<file path="config.mk">
export PLATFORM = sky130hd
export DESIGN_NAME = fust_s_issue
export DESIGN_NICKNAME = d
export VERILOG_FILES = /design/src/rtl/fust_s_issue_pkg.sv /design/src/rtl/fust_s_issue_slot.sv /design/src/rtl/fust_s_issue.sv
export SDC_FILE = /design/constraint.sdc
export NUM_CORES = 1
export LEC_CHECK = 0
export CORE_UTILIZATION = 46
export CTS_CLUSTER_DIAMETER = 200
export DETAILED_ROUTE_END_ITERATION = 10
export PLACE_DENSITY = 0.86
export SYNTH_ARGS = -nofsm -noshare
export SYNTH_HDL_FRONTEND = slang
export SYNTH_SLANG_ARGS = --single-unit
</file>
<file path="constraint.sdc">
create_clock -name CLK -period 12.8 [get_ports CLK]
set_input_delay 3.84 -clock CLK [delete_from_list [all_inputs] [get_ports CLK]]
set_output_delay 3.84 -clock CLK [all_outputs]
set_load 0.01 [all_outputs]
</file>
<file path="src/rtl/fust_s_issue_pkg.sv">
// Shared types for the scalar FUST issue stage: per-FU issue FSM states,
// producer-tag encoding, the FUST row layout and the tag/writeback match helper.
package fust_s_issue_pkg;

    localparam int FUST_NFU  = 3;
    localparam int FUST_TAGW = 2;

    localparam logic [FUST_TAGW-1:0] TAG_NONE = 2'd0;
    localparam logic [FUST_TAGW-1:0] TAG_ALU  = 2'd1;
    localparam logic [FUST_TAGW-1:0] TAG_SLS  = 2'd2;
    localparam logic [FUST_TAGW-1:0] TAG_BR   = 2'd3;

    typedef enum logic [1:0] {
        IDLE  = 2'd0,
        WAIT  = 2'd1,
        ISSUE = 2'd2,
        DONE  = 2'd3
    } issue_state_t;

    typedef struct packed {
        logic [5:0]  opc;
        logic [4:0]  rd;
        logic [4:0]  rs1;
        logic [4:0]  rs2;
        logic [15:0] imm;
    } fust_s_row_t;

    // An operand with no producer is always ready; otherwise it becomes ready
    // in the cycle its producing FU writes back.
    function automatic logic tag_hit(input logic [FUST_TAGW-1:0] tag,
                                     input logic [FUST_NFU-1:0]  wb);
        logic hit;
        case (tag)
            TAG_NONE: hit = 1'b1;
            TAG_ALU:  hit = wb[0];
            TAG_SLS:  hit = wb[1];
            TAG_BR:   hit = wb[2];
            default:  hit = 1'b0;
        endcase
        return hit;
    endfunction

endpackage

</file>
<file path="src/rtl/fust_s_issue_slot.sv">
// Single-FU issue slot: captures a busy FUST row, tracks operand readiness,
// runs the valid/ready handshake and pulses the busy-clear on acceptance.
// Optional same-cycle writeback bypass under FUST_S_ISSUE_BYPASS_EN.
module fust_s_issue_slot
    import fust_s_issue_pkg::*;
(
    input  logic                  CLK,
    input  logic                  RST,
    input  logic                  busy,
    input  logic [FUST_TAGW-1:0]  t1,
    input  logic [FUST_TAGW-1:0]  t2,
    input  fust_s_row_t           row,
    input  logic [FUST_NFU-1:0]   wb_valid,
    input  logic                  fu_ready,
    input  logic                  flush,
    output logic                  issue_valid,
    output fust_s_row_t           issue_op,
    output logic                  clr_busy
);

    issue_state_t          state_q, state_d;
    fust_s_row_t           op_q, op_d;
    logic [FUST_TAGW-1:0]  t1_q, t1_d, t2_q, t2_d;
    logic                  rdy1_q, rdy1_d, rdy2_q, rdy2_d;
    logic                  valid_q, valid_d;
    logic                  clr_q, clr_d;

    always_comb begin
        state_d = state_q;
        op_d    = op_q;
        t1_d    = t1_q;
        t2_d    = t2_q;
        rdy1_d  = rdy1_q;
        rdy2_d  = rdy2_q;

        case (state_q)
            IDLE: begin
                if (busy && !flush) begin
                    op_d    = row;
                    t1_d    = t1;
                    t2_d    = t2;
                    rdy1_d  = tag_hit(t1, wb_valid);
                    rdy2_d  = tag_hit(t2, wb_valid);
                    state_d = (rdy1_d && rdy2_d) ? ISSUE : WAIT;
                end
            end
            WAIT: begin
                rdy1_d = rdy1_q || tag_hit(t1_q, wb_valid);
                rdy2_d = rdy2_q || tag_hit(t2_q, wb_valid);
`ifdef FUST_S_ISSUE_BYPASS_EN
                // WAIT already offers the op in the wb cycle, so a ready FU
                // completes the handshake straight out of WAIT.
                if (rdy1_d && rdy2_d) begin
                    state_d = fu_ready ? DONE : ISSUE;
                end
`else
                if (rdy1_d && rdy2_d) begin
                    state_d = ISSUE;
                end
`endif
            end
            ISSUE: begin
                if (fu_ready) begin
                    state_d = DONE;
                end
            end
            DONE: begin
                rdy1_d  = 1'b0;
                rdy2_d  = 1'b0;
                state_d = IDLE;
            end
            default: state_d = IDLE;
        endcase

        // Flush beats any handshake completing in the same cycle.
        if (flush) begin
            state_d = IDLE;
            rdy1_d  = 1'b0;
            rdy2_d  = 1'b0;
        end

        valid_d = (state_d == ISSUE);
        clr_d   = (state_d == DONE);
    end

    always_ff @(posedge CLK or posedge RST) begin
        if (RST) begin
            state_q <= IDLE;
            op_q    <= '0;
            t1_q    <= TAG_NONE;
            t2_q    <= TAG_NONE;
            rdy1_q  <= 1'b0;
            rdy2_q  <= 1'b0;
            valid_q <= 1'b0;
            clr_q   <= 1'b0;
        end else begin
            state_q <= state_d;
            op_q    <= op_d;
            t1_q    <= t1_d;
            t2_q    <= t2_d;
            rdy1_q  <= rdy1_d;
            rdy2_q  <= rdy2_d;
            valid_q <= valid_d;
            clr_q   <= clr_d;
        end
    end

`ifdef FUST_S_ISSUE_BYPASS_EN
    logic byp_ok;
    assign byp_ok      = (state_q == WAIT)
                       && (rdy1_q || tag_hit(t1_q, wb_valid))
                       && (rdy2_q || tag_hit(t2_q, wb_valid));
    assign issue_valid = valid_q || byp_ok;
`else
    assign issue_valid = valid_q;
`endif

    assign issue_op = op_q;
    assign clr_busy = clr_q;

endmodule

</file>
<file path="src/rtl/fust_s_issue.sv">
// Scalar FUST issue stage: one independent issue slot per scalar FU
// (ALU=0, SLS=1, BR=2). Optional writeback bypass: FUST_S_ISSUE_BYPASS_EN.
module fust_s_issue
    import fust_s_issue_pkg::*;
#(
    parameter int NFU  = 3,
    parameter int TAGW = 2
) (
    input  logic                      CLK,
    input  logic                      RST,
    input  logic [NFU-1:0]            fust_busy,
    input  logic [NFU-1:0][TAGW-1:0]  fust_t1,
    input  logic [NFU-1:0][TAGW-1:0]  fust_t2,
    input  fust_s_row_t               fust_op_alu,
    input  fust_s_row_t               fust_op_sls,
    input  fust_s_row_t               fust_op_br,
    input  logic [NFU-1:0]            wb_valid,
    input  logic [NFU-1:0]            fu_ready,
    input  logic                      flush,
    output logic [NFU-1:0]            issue_valid,
    output fust_s_row_t               issue_op_alu,
    output fust_s_row_t               issue_op_sls,
    output fust_s_row_t               issue_op_br,
    output logic [NFU-1:0]            clr_busy
);

    fust_s_row_t row_in [NFU];
    fust_s_row_t op_out [NFU];

    assign row_in[0] = fust_op_alu;
    assign row_in[1] = fust_op_sls;
    assign row_in[2] = fust_op_br;

    for (genvar i = 0; i < NFU; i++) begin : g_slot
        fust_s_issue_slot u_slot (
            .CLK         (CLK),
            .RST         (RST),
            .busy        (fust_busy[i]),
            .t1          (fust_t1[i]),
            .t2          (fust_t2[i]),
            .row         (row_in[i]),
            .wb_valid    (wb_valid),
            .fu_ready    (fu_ready[i]),
            .flush       (flush),
            .issue_valid (issue_valid[i]),
            .issue_op    (op_out[i]),
            .clr_busy    (clr_busy[i])
        );
    end

    assign issue_op_alu = op_out[0];
    assign issue_op_sls = op_out[1];
    assign issue_op_br  = op_out[2];

endmodule

</file>
==> flow_summary.toml <==
[clocking]
hold_buffers = 0
clock_path_buffers = 2
clk_latency_ns = 0.42
clkTransAtPathRegs_ns = 0.06
clockRootBuffer = "clkbuf_16"
cts_resized = 0
clock-sinks = 141
tritoncts.num_buffers = 17
postCtsSetupBuffers = 0
cts_tree = "built"
htree_levels = 4

[global_route]
grt_first_pass_wirelength_um = 22940
grt_antenna_before_repair = 0
gr-total-overflow = 0
grt_pass1_vias = 4564
grt_max_degree = 86
gr-usage-all-layers = 0.2304

[floorplan]
fp-row-count = 40
start_util = 0.4804
die_w_um = 114.9
core-area_um2 = 12210
io_pins = 252
die_height_um = 114.9
die_area_um2 = 13210

[finish]
area_growth_pct = 55.11
fin_nets = 785
postLayoutCoreUtil = 0.7452
drive_gt1_frac = 0.2564
final_cell_mix = "clkdlybuf4s50_1, dfrtp_1, mux2_2"
final_common_cell = "clkdlybuf4s50_1"
antennaDiodeCount = 0

[critical_path]
crit_start = "flush"
cp_num_buf_inv = 3
slowest_stage = "nor3_4"
worstPathRequired_ns = 13.10
cp_num_cells = 5
cp_top_family = "buffers and inverters"
critPathMaxStageDelay_ns = 0.74
cp.arrival_ns = 6.07
crit_type = "input port to flop"
crit_end = "g_slot[1].u_slot.issue_op[22]"
cp_cell_sequence = "clkdlybuf4s50_1, buf_4, nor3_4, buf_4, mux2_2"
cp-end-kind = "flop"
crit_fanout = 24
r2r-start = "g_slot[0].u_slot.state_q[1]"
crit_top_cell = "buf_4"
reg2reg_depth = 4
startpoint_type = "input port"
rrSetupSlack_ns = 10.47
r2r_end = "g_slot[0].u_slot.issue_op[5]"

[pwr]
p_leak_nw = 3.738
power_mw = 1.766
vdd_ir_drop_max_mv = 0.1032
powerDensity_nw_per_um2 = 194.1

[timing]
maxSlewViolCount = 0
fin_crit_sh = 0.4506
tightestPinTransition_ns = 0.8463
hold_violations = 0
setup_viol = 0
slew_headroom = 0.4339
skew_ns = 0.007367
finalCriticalPeriod_ns = 5.768
whs_ns = 0.4883
clock.fmax_mhz = 173.4
rsz0062_at_grt = "no"
setup-tns-final_ns = 0

[flow_run]
drv_cap = 0

[synth]
synth_edf_count = 0
dominantRegCellSynth = "dfrtp_1"
ys_seq_elements = 141
postSynthCellCount = 401
synth_area_um2 = 5867
ys_warn_count = 0
ys_async_sr_fraction = 1.000
yosysSeqAreaShare = 0.6014
avgSynthCellArea_um2 = 14.63
ys_types = 43
syn_nets = 536

[routing]
drc = 0
viasPerCell = 5.030
dr.pass1.iters = 4
ant_nets = 0
initialDrtViolationCount = 162
dr_total_vias = 4180
wl_per_cell_um = 17.45
wl_um = 14500

[status]
status = "finished, final reports clean"

[hold_path]
hold_path.class = "flop to flop"
holdCritStartpoint = "g_slot[2].u_slot.issue_op[15]"

[place]
gp_congestion = 0.7962
port_buffers = 251
hpwl_um = 10460
==> cell type report <==
| cell class | instances | area [um2] |
|---|---|---|
| flip-flops and latches | 141 | 3528 |
| fillers | 855 | 3112 |
| repair buffers | 256 | 2550 |
| multi-input cells | 228 | 2150 |
| clock buffers | 21 | 470.5 |
| well taps | 168 | 210.2 |
| clock inverters | 11 | 163.9 |
| inverters | 6 | 27.53 |
==> flip-flops by register name, summed over array words and instances (netlist names) <==
| register | count |
|---|---|
| g_slot.u_slot.state_q | 6 |
| g_slot.u_slot.t2_q | 6 |
| g_slot.u_slot.clr_busy | 3 |
| g_slot.u_slot.issue_valid | 3 |
| g_slot.u_slot.rdy1_q | 3 |
| g_slot.u_slot.t1_q | 6 |
| g_slot.u_slot.issue_op | 111 |
| g_slot.u_slot.rdy2_q | 3 |
==> how the worst min path moves through the flow <==
stage / cells after the start / endpoint
floorplan: 1 / g_slot[0].u_slot.t2_q[0]
global placement: 1 / g_slot[0].u_slot.issue_op[14]
detailed placement: 1 / g_slot[2].u_slot.issue_op[15]
CTS: 1 / g_slot[2].u_slot.issue_op[15]
global route: 1 / g_slot[2].u_slot.issue_op[15]
finish: 1 / g_slot[2].u_slot.issue_op[15]
==> cells in the mapped netlist, types with 2 or more instances <==
cell,instances,area [um2]
nand3_1,2,10.01
nand3b_1,6,45.04
buf_6,4,45.04
dfrtp_1,141,3528
buf_2,8,40.04
a22oi_1,2,15.01
nand2b_1,4,25.02
nor4b_1,6,52.55
a21oi_1,8,40.04
inv_1,6,22.52
a31oi_1,3,18.77
o21ai_0,3,15.01
mux2_1,4,45.04
a211oi_1,2,15.01
clkbuf_1,3,11.26
nor3_2,3,30.03
mux2_2,121,1363
mux2i_1,12,120.1
buf_4,11,82.58
nor3_1,2,10.01
nor2_1,12,45.04
a311oi_1,2,17.52
nor2b_1,3,18.77
nor3b_1,2,15.01
o21a_1,2,15.01
nand2_1,10,37.54
or2_1,2,12.51
a31o_2,2,17.52
==> where the power goes <==
group          internal [mW]  switching (mW)
logic                  0.368           0.210
registers              0.585          0.0832
clock network          0.340           0.181
==> worst register-to-register path, cell delays in order, from the launching register on <==
cell      delay, ns
dfrtp_1        0.44
nand2b_1       0.26
nor3_4         0.68
buf_4          0.44
mux2_2         0.40
==> metal layers <==
layer  track usage  share of wire  wire length, um  vias to the layer above
li1              -              -                -                     1925
met1        0.2560           0.39             5671                     2043
met2        0.3936           0.51             7336                      177
met3       0.07222          0.066              963                       35
met4        0.1290          0.037              533                        0
met5             0              0                0                        -
==> logic make-up after synthesis <==
family / count (synthesis) / synth area share
flops: 141 / 0.6014
mux: 138 / 0.2627
simple gates: 57 / 0.05865
compound gates: 33 / 0.04286
buf+inv: 32 / 0.03434
==> through the flow <==
stage               cells  setup slack (ns)  instance area (um2)
global placement      799             6.663                 8466
global route          831             6.953                 9100
detailed placement    799             6.586                 8466
finish                831             7.032                 9100
floorplan             401             5.179                 5867
CTS                   831             7.032                 9100
No activity file was read; power rests on OpenSTA's default activity.
